===== src/rtl/mc_control_unit_if.sv =====
// rtl/mc_control_unit_if.sv - opcode/handshake inputs and datapath strobes of the multi-cycle MIPS control FSM
// master = control unit side, slave = datapath side.
interface mc_control_unit_if;
  logic [5:0] opcode;
  logic       mem_ready;
  logic       pc_write;
  logic       pc_write_cond;
  logic       i_or_d;
  logic       mem_read;
  logic       mem_write;
  logic       ir_write;
  logic       mem_to_reg;
  logic       reg_dst;
  logic       reg_write;
  logic       alu_src_a;
  logic [1:0] alu_src_b;
  logic [1:0] alu_op;
  logic [1:0] pc_source;
  logic       illegal_op;
  logic [3:0] state;

  modport master (
    input  opcode, mem_ready,
    output pc_write, pc_write_cond, i_or_d, mem_read, mem_write, ir_write,
           mem_to_reg, reg_dst, reg_write, alu_src_a, alu_src_b, alu_op,
           pc_source, illegal_op, state
  );

  modport slave (
    output opcode, mem_ready,
    input  pc_write, pc_write_cond, i_or_d, mem_read, mem_write, ir_write,
           mem_to_reg, reg_dst, reg_write, alu_src_a, alu_src_b, alu_op,
           pc_source, illegal_op, state
  );
endinterface


===== src/rtl/mc_control_unit.sv =====
// rtl/mc_control_unit.sv - multi-cycle MIPS main control FSM (Moore strobes, Mealy IR/PC load in FETCH)
// Optional feature macro: MC_CTRL_ADDI_EN enables addi decode and the ADDI_EX/ADDI_WB states.
module mc_control_unit (
  input  logic               clk,
  input  logic               reset,
  mc_control_unit_if.master  bus
);

  localparam logic [5:0] OP_R    = 6'h00;
  localparam logic [5:0] OP_LW   = 6'h23;
  localparam logic [5:0] OP_SW   = 6'h2B;
  localparam logic [5:0] OP_BEQ  = 6'h04;
  localparam logic [5:0] OP_J    = 6'h02;
`ifdef MC_CTRL_ADDI_EN
  localparam logic [5:0] OP_ADDI = 6'h08;
`endif

  typedef enum logic [3:0] {
    S_FETCH   = 4'd0,
    S_DECODE  = 4'd1,
    S_MEM_ADR = 4'd2,
    S_MEM_RD  = 4'd3,
    S_MEM_WB  = 4'd4,
    S_MEM_WR  = 4'd5,
    S_R_EXEC  = 4'd6,
    S_R_WB    = 4'd7,
    S_BEQ     = 4'd8,
    S_JUMP    = 4'd9,
    S_ADDI_EX = 4'd10,
    S_ADDI_WB = 4'd11
  } state_e;

  state_e     state_q, state_d;

  logic       pc_write_c, pc_write_cond_c, i_or_d_c, mem_read_c, mem_write_c;
  logic       ir_write_c, mem_to_reg_c, reg_dst_c, reg_write_c, alu_src_a_c;
  logic       illegal_op_c;
  logic [1:0] alu_src_b_c, alu_op_c, pc_source_c;

  always_ff @(posedge clk) begin
    if (reset) begin
      state_q <= S_FETCH;
    end else begin
      state_q <= state_d;
    end
  end

  always_comb begin
    state_d         = state_q;
    pc_write_c      = 1'b0;
    pc_write_cond_c = 1'b0;
    i_or_d_c        = 1'b0;
    mem_read_c      = 1'b0;
    mem_write_c     = 1'b0;
    ir_write_c      = 1'b0;
    mem_to_reg_c    = 1'b0;
    reg_dst_c       = 1'b0;
    reg_write_c     = 1'b0;
    alu_src_a_c     = 1'b0;
    alu_src_b_c     = 2'b00;
    alu_op_c        = 2'b00;
    pc_source_c     = 2'b00;
    illegal_op_c    = 1'b0;

    case (state_q)
      S_FETCH: begin
        mem_read_c  = 1'b1;
        alu_src_b_c = 2'b01;
        // IR and PC+4 are committed only on the cycle the fetch completes
        if (bus.mem_ready) begin
          ir_write_c = 1'b1;
          pc_write_c = 1'b1;
          state_d    = S_DECODE;
        end
      end
      S_DECODE: begin
        alu_src_b_c = 2'b11;
        case (bus.opcode)
          OP_LW, OP_SW: state_d = S_MEM_ADR;
          OP_R:         state_d = S_R_EXEC;
          OP_BEQ:       state_d = S_BEQ;
          OP_J:         state_d = S_JUMP;
`ifdef MC_CTRL_ADDI_EN
          OP_ADDI:      state_d = S_ADDI_EX;
`endif
          default: begin
            illegal_op_c = 1'b1;
            state_d      = S_FETCH;
          end
        endcase
      end
      S_MEM_ADR: begin
        alu_src_a_c = 1'b1;
        alu_src_b_c = 2'b10;
        state_d     = (bus.opcode == OP_SW) ? S_MEM_WR : S_MEM_RD;
      end
      S_MEM_RD: begin
        mem_read_c = 1'b1;
        i_or_d_c   = 1'b1;
        if (bus.mem_ready) state_d = S_MEM_WB;
      end
      S_MEM_WB: begin
        reg_write_c  = 1'b1;
        mem_to_reg_c = 1'b1;
        state_d      = S_FETCH;
      end
      S_MEM_WR: begin
        mem_write_c = 1'b1;
        i_or_d_c    = 1'b1;
        if (bus.mem_ready) state_d = S_FETCH;
      end
      S_R_EXEC: begin
        alu_src_a_c = 1'b1;
        alu_op_c    = 2'b10;
        state_d     = S_R_WB;
      end
      S_R_WB: begin
        reg_write_c = 1'b1;
        reg_dst_c   = 1'b1;
        state_d     = S_FETCH;
      end
      S_BEQ: begin
        alu_src_a_c     = 1'b1;
        alu_op_c        = 2'b01;
        pc_write_cond_c = 1'b1;
        pc_source_c     = 2'b01;
        state_d         = S_FETCH;
      end
      S_JUMP: begin
        pc_write_c  = 1'b1;
        pc_source_c = 2'b10;
        state_d     = S_FETCH;
      end
`ifdef MC_CTRL_ADDI_EN
      S_ADDI_EX: begin
        alu_src_a_c = 1'b1;
        alu_src_b_c = 2'b10;
        state_d     = S_ADDI_WB;
      end
      S_ADDI_WB: begin
        reg_write_c = 1'b1;
        state_d     = S_FETCH;
      end
`endif
      default: begin
        state_d = S_FETCH;
      end
    endcase
  end

  // Reset masks every strobe so an abandoned instruction can never write
  assign bus.pc_write      = ~reset & pc_write_c;
  assign bus.pc_write_cond = ~reset & pc_write_cond_c;
  assign bus.i_or_d        = ~reset & i_or_d_c;
  assign bus.mem_read      = ~reset & mem_read_c;
  assign bus.mem_write     = ~reset & mem_write_c;
  assign bus.ir_write      = ~reset & ir_write_c;
  assign bus.mem_to_reg    = ~reset & mem_to_reg_c;
  assign bus.reg_dst       = ~reset & reg_dst_c;
  assign bus.reg_write     = ~reset & reg_write_c;
  assign bus.alu_src_a     = ~reset & alu_src_a_c;
  assign bus.alu_src_b     = reset ? 2'b00 : alu_src_b_c;
  assign bus.alu_op        = reset ? 2'b00 : alu_op_c;
  assign bus.pc_source     = reset ? 2'b00 : pc_source_c;
  assign bus.illegal_op    = ~reset & illegal_op_c;
  assign bus.state         = reset ? 4'd0 : state_q;

endmodule


===== src/flat_wrapper.sv =====
// flat-port wrapper written by rule: the top's interface ports become plain ports
module mc_control_unit_flat 
  (clk, reset, bus_opcode, bus_mem_ready, bus_pc_write, bus_pc_write_cond, bus_i_or_d, bus_mem_read, bus_mem_write, bus_ir_write, bus_mem_to_reg, bus_reg_dst, bus_reg_write, bus_alu_src_a, bus_alu_src_b, bus_alu_op, bus_pc_source, bus_illegal_op, bus_state);
  mc_control_unit_if bus_i ();
  input  logic clk;
  input  logic reset;
  input wire logic [$bits(bus_i.opcode)-1:0] bus_opcode;
  input wire logic [$bits(bus_i.mem_ready)-1:0] bus_mem_ready;
  output wire logic [$bits(bus_i.pc_write)-1:0] bus_pc_write;
  output wire logic [$bits(bus_i.pc_write_cond)-1:0] bus_pc_write_cond;
  output wire logic [$bits(bus_i.i_or_d)-1:0] bus_i_or_d;
  output wire logic [$bits(bus_i.mem_read)-1:0] bus_mem_read;
  output wire logic [$bits(bus_i.mem_write)-1:0] bus_mem_write;
  output wire logic [$bits(bus_i.ir_write)-1:0] bus_ir_write;
  output wire logic [$bits(bus_i.mem_to_reg)-1:0] bus_mem_to_reg;
  output wire logic [$bits(bus_i.reg_dst)-1:0] bus_reg_dst;
  output wire logic [$bits(bus_i.reg_write)-1:0] bus_reg_write;
  output wire logic [$bits(bus_i.alu_src_a)-1:0] bus_alu_src_a;
  output wire logic [$bits(bus_i.alu_src_b)-1:0] bus_alu_src_b;
  output wire logic [$bits(bus_i.alu_op)-1:0] bus_alu_op;
  output wire logic [$bits(bus_i.pc_source)-1:0] bus_pc_source;
  output wire logic [$bits(bus_i.illegal_op)-1:0] bus_illegal_op;
  output wire logic [$bits(bus_i.state)-1:0] bus_state;
  assign bus_i.opcode = bus_opcode;
  assign bus_i.mem_ready = bus_mem_ready;
  assign bus_pc_write = bus_i.pc_write;
  assign bus_pc_write_cond = bus_i.pc_write_cond;
  assign bus_i_or_d = bus_i.i_or_d;
  assign bus_mem_read = bus_i.mem_read;
  assign bus_mem_write = bus_i.mem_write;
  assign bus_ir_write = bus_i.ir_write;
  assign bus_mem_to_reg = bus_i.mem_to_reg;
  assign bus_reg_dst = bus_i.reg_dst;
  assign bus_reg_write = bus_i.reg_write;
  assign bus_alu_src_a = bus_i.alu_src_a;
  assign bus_alu_src_b = bus_i.alu_src_b;
  assign bus_alu_op = bus_i.alu_op;
  assign bus_pc_source = bus_i.pc_source;
  assign bus_illegal_op = bus_i.illegal_op;
  assign bus_state = bus_i.state;
  mc_control_unit u_core (.clk(clk), .reset(reset), .bus(bus_i));
endmodule

===== config.mk =====
export PLATFORM = sky130hd
export DESIGN_NAME = mc_control_unit_flat
export DESIGN_NICKNAME = d
export VERILOG_FILES = /design/src/rtl/mc_control_unit_if.sv /design/src/rtl/mc_control_unit.sv /design/src/flat_wrapper.sv
export SDC_FILE = /design/constraint.sdc
export NUM_CORES = 1
export LEC_CHECK = 0
export CAP_MARGIN = 40
export CORE_AREA = 2 2 39 41
export CTS_BUF_LIST = sky130_fd_sc_hd__clkbuf_8
export CTS_CLUSTER_DIAMETER = 100
export DETAILED_ROUTE_END_ITERATION = 6
export DIE_AREA = 0 0 41 43
export PLACE_DENSITY = 0.87
export SYNTH_ARGS = -nofsm -noshare
export SYNTH_HDL_FRONTEND = slang
export SYNTH_SLANG_ARGS = --single-unit

===== constraint.sdc =====
create_clock -name clk -period 1.7 [get_ports clk]
set_clock_uncertainty 0.1 [all_clocks]
set_input_delay 0.17 -clock clk [delete_from_list [all_inputs] [get_ports clk]]
set_output_delay 0.17 -clock clk [all_outputs]
set_load 0.01 [all_outputs]

==> impl_metrics.env <==
export IMPL_hold_viol=0
export IMPL_first_pass_iters=4
export IMPL_setup_viol=2
export IMPL_p_seq_frac=0.205
export IMPL_syn_nets=84
export IMPL_die_area_um2=1763
export IMPL_drc=0
export IMPL_drv_cap=0
export IMPL_die_w_um=41
export IMPL_finalCritPeriodShare=1.003
export IMPL_regArea_um2=88.84
export IMPL_hp_start="bus_opcode[4]"
export IMPL_synth_distinct_cells=29
export IMPL_max_freq_ghz=0.5864
export IMPL_clk_transition_reported_paths_ns=0.03
export IMPL_initial_core_util=0.3463
export IMPL_r2r_start="u_core.state_q[0]"
export IMPL_path_max_fanout=4
export IMPL_swShare=0.3142
export IMPL_p_int_mw=0.3617
export IMPL_wl_um=2679
export IMPL_num_rows=14
export IMPL_violations="setup timing"
export IMPL_max_slew_margin=0.7948
export IMPL_slew_viol_final=0
export IMPL_synth_area_leaders="dfxtp_1 17%, nor3_1 9.4%, nor2_1 9.4%"
export IMPL_largest_reg_flops=4
export IMPL_p_clk_frac=0.383
export IMPL_reg2reg_depth=5
export IMPL_cp_required_ns=1.43
export IMPL_postRouteAntennaNets=0
export IMPL_grt_setup_unrepaired="yes"
export IMPL_synth_top_cell_by_area="dfxtp_1"
export IMPL_grt_pass1_vias=743
export IMPL_synthesis_instances=75
export IMPL_most_common_layout_cells="33 x buf_4, 11 x nor2_1, 10 x dlygate4sd2_1, 7 x buf_6"
export IMPL_synth_seq_cells=4
export IMPL_power_mw=0.5274
export IMPL_ys_seq_area_frac=0.1671
export IMPL_fin_area_um2=1176
export IMPL_powerDensity_nw_per_um2=448.4
export IMPL_cts_made_buffers=3
export IMPL_antenna_found_initial=0
export IMPL_switching_power_mw=0.1657
export IMPL_postCtsHoldBufs=0
export IMPL_hold_path_depth=4
export IMPL_drtIter0Drc=26
export IMPL_placed_cell_area_um2=991.0
export IMPL_clock_sinks=4
export IMPL_overflow=0
export IMPL_grt_start_max_net_pins=11
export IMPL_finalNetCount=152
export IMPL_r2r_setup_slack_ns=0.04
export IMPL_ir_drop_v=0.0004561
export IMPL_hold_path_class="in -> reg"
export IMPL_cp_arrival_ns=1.44
export IMPL_synth_top_area_frac=0.1671
export IMPL_worst_hold_path_endpoint="u_core.state_q[3]"
export IMPL_multi_input_area_um2=467.9
export IMPL_grt_pass1_wl_um=3408
export IMPL_dp_hpwl_um=1489
export IMPL_die_h_um=43
export IMPL_whs_ns=0.2885
export IMPL_n_antenna_cell=0
export IMPL_via_per_inst=5.541
export IMPL_finalWorstPathRequiredPeriod_ns=1.705
export IMPL_cts_buffer_depth=2
export IMPL_port_buffers=29
export IMPL_vias=870
export IMPL_place_inst=146
export IMPL_drive_above_1_share=0.5319
export IMPL_status="finished, violations left"
export IMPL_cts_tree="yes"
export IMPL_fin_util=0.8499
export IMPL_r2r_end="u_core.state_q[1]"
export IMPL_netlist_area_um2=479.2
export IMPL_critPathKind="reg -> out"
export IMPL_ios=30
export IMPL_avgRoutedWirePerCell_um=17.06
export IMPL_crit_path_start_kind="flip-flop"
export IMPL_synth_warnings=0
export IMPL_layout_cells_non_filler=157
export IMPL_top_regs="u_core.state_q: 4 flops"
export IMPL_h_tree_depth=1
export IMPL_regMostFlops="u_core.state_q"
export IMPL_layout_setup_ws_ns=-0.005429
export IMPL_worstSkewPairLatency_ns=0.22
export IMPL_setup_tns_ns=-0.007135
export IMPL_coreArea_um2=1384
export IMPL_end_kind="primary output"
export IMPL_p_leak_nw=0.6254
export IMPL_clockRootBuffer="clkbuf_8"
export IMPL_place_ws_ns=-0.5297
export IMPL_routabilityCongestion=0.8662
export IMPL_avgSynthCellArea_um2=6.389
export IMPL_tightest_slew_ns=0.3055
export IMPL_layout_commonest_cell="buf_4"
export IMPL_syn_to_final_growth_pct=145.4
export IMPL_fillers=78
export IMPL_combinationalPowerShare=0.411
export IMPL_grt_total_usage=0.2824
-- how the worst max path moves through the flow --
| stage | slack (ns) | cells after the start | from | endpoint |
|---|---|---|---|---|
| after detailed placement | -0.53 | 7 | reset | bus_pc_source[0] |
| after floorplan | 0.07 | 3 | u_core.state_q[3] | bus_pc_write |
| after global placement | -0.44 | 5 | reset | bus_illegal_op |
| final | -0.005 | 4 | u_core.state_q[3] | bus_pc_write |
| after global routing | -0.04 | 4 | u_core.state_q[3] | bus_pc_write |
| after CTS | -0.007 | 7 | u_core.state_q[3] | bus_pc_source[0] |
-- layer usage --
layer	GRT usage	wire length (um)	up-vias
met4	0.02000	59	0
met1	0.2935	1026	413
li1	-	-	406
met5	0	0	-
met2	0.5531	1429	45
met3	0.05236	165	6
-- area by class of cell --
cell class | instances | share of cell area
Clock buffer | 3 | 0.03511
Inverter | 3 | 0.009574
Multi-Input combinational cell | 64 | 0.3979
Sequential cell | 4 | 0.07553
Tap cell | 16 | 0.01702
Timing Repair Buffer | 67 | 0.4649
-- cell families after synthesis --
kind of cell,share of synthesized area
compound gates,0.2089
xor+xnor,0.03656
buf+inv,0.07308
flops,0.1671
simple gates,0.5143
-- power groups by stage --
stage,Combinational (mW),Sequential [mW],Clock (mW)
floorplan,0.0732,0.104,0
global placement,0.183,0.107,0
detailed placement,0.190,0.106,0
CTS,0.197,0.106,0.197
global route,0.231,0.108,0.208
finish,0.217,0.108,0.202
-- critical path: stages, from the launching register on --
cell and delay [ns]:
dfxtp_2 0.31, or3_4 0.43, nor4_4 0.19, or2_1 0.16, buf_2 0.13
-- cells in the mapped netlist --
library cell   n
nor2_1        12
nor3_1         9
a21oi_1        5
nand2b_1       5
dfxtp_1        4
nand2_1        4
nor2b_1        4
a31oi_1        3
or3_1          3
and3_1         2
buf_4          2
inv_1          2
nand3_1        2
o21ai_0        2
or2_1          2
and2_1         1
buf_2          1
clkbuf_1       1
inv_2          1
nor4_1         1
o21ai_1        1
o22ai_1        1
o2bb2ai_2      1
o32ai_1        1
o41a_1         1
or4_1          1
or4_4          1
xnor2_1        1
xor2_1         1
-- timing repair --
item,CTS,global route
resized for setup,69,20
pin swaps,5,1
endpoints found under the setup margin,22,18
buffers inserted,3,5
Note: power is estimated with default switching activity, not from simulation.
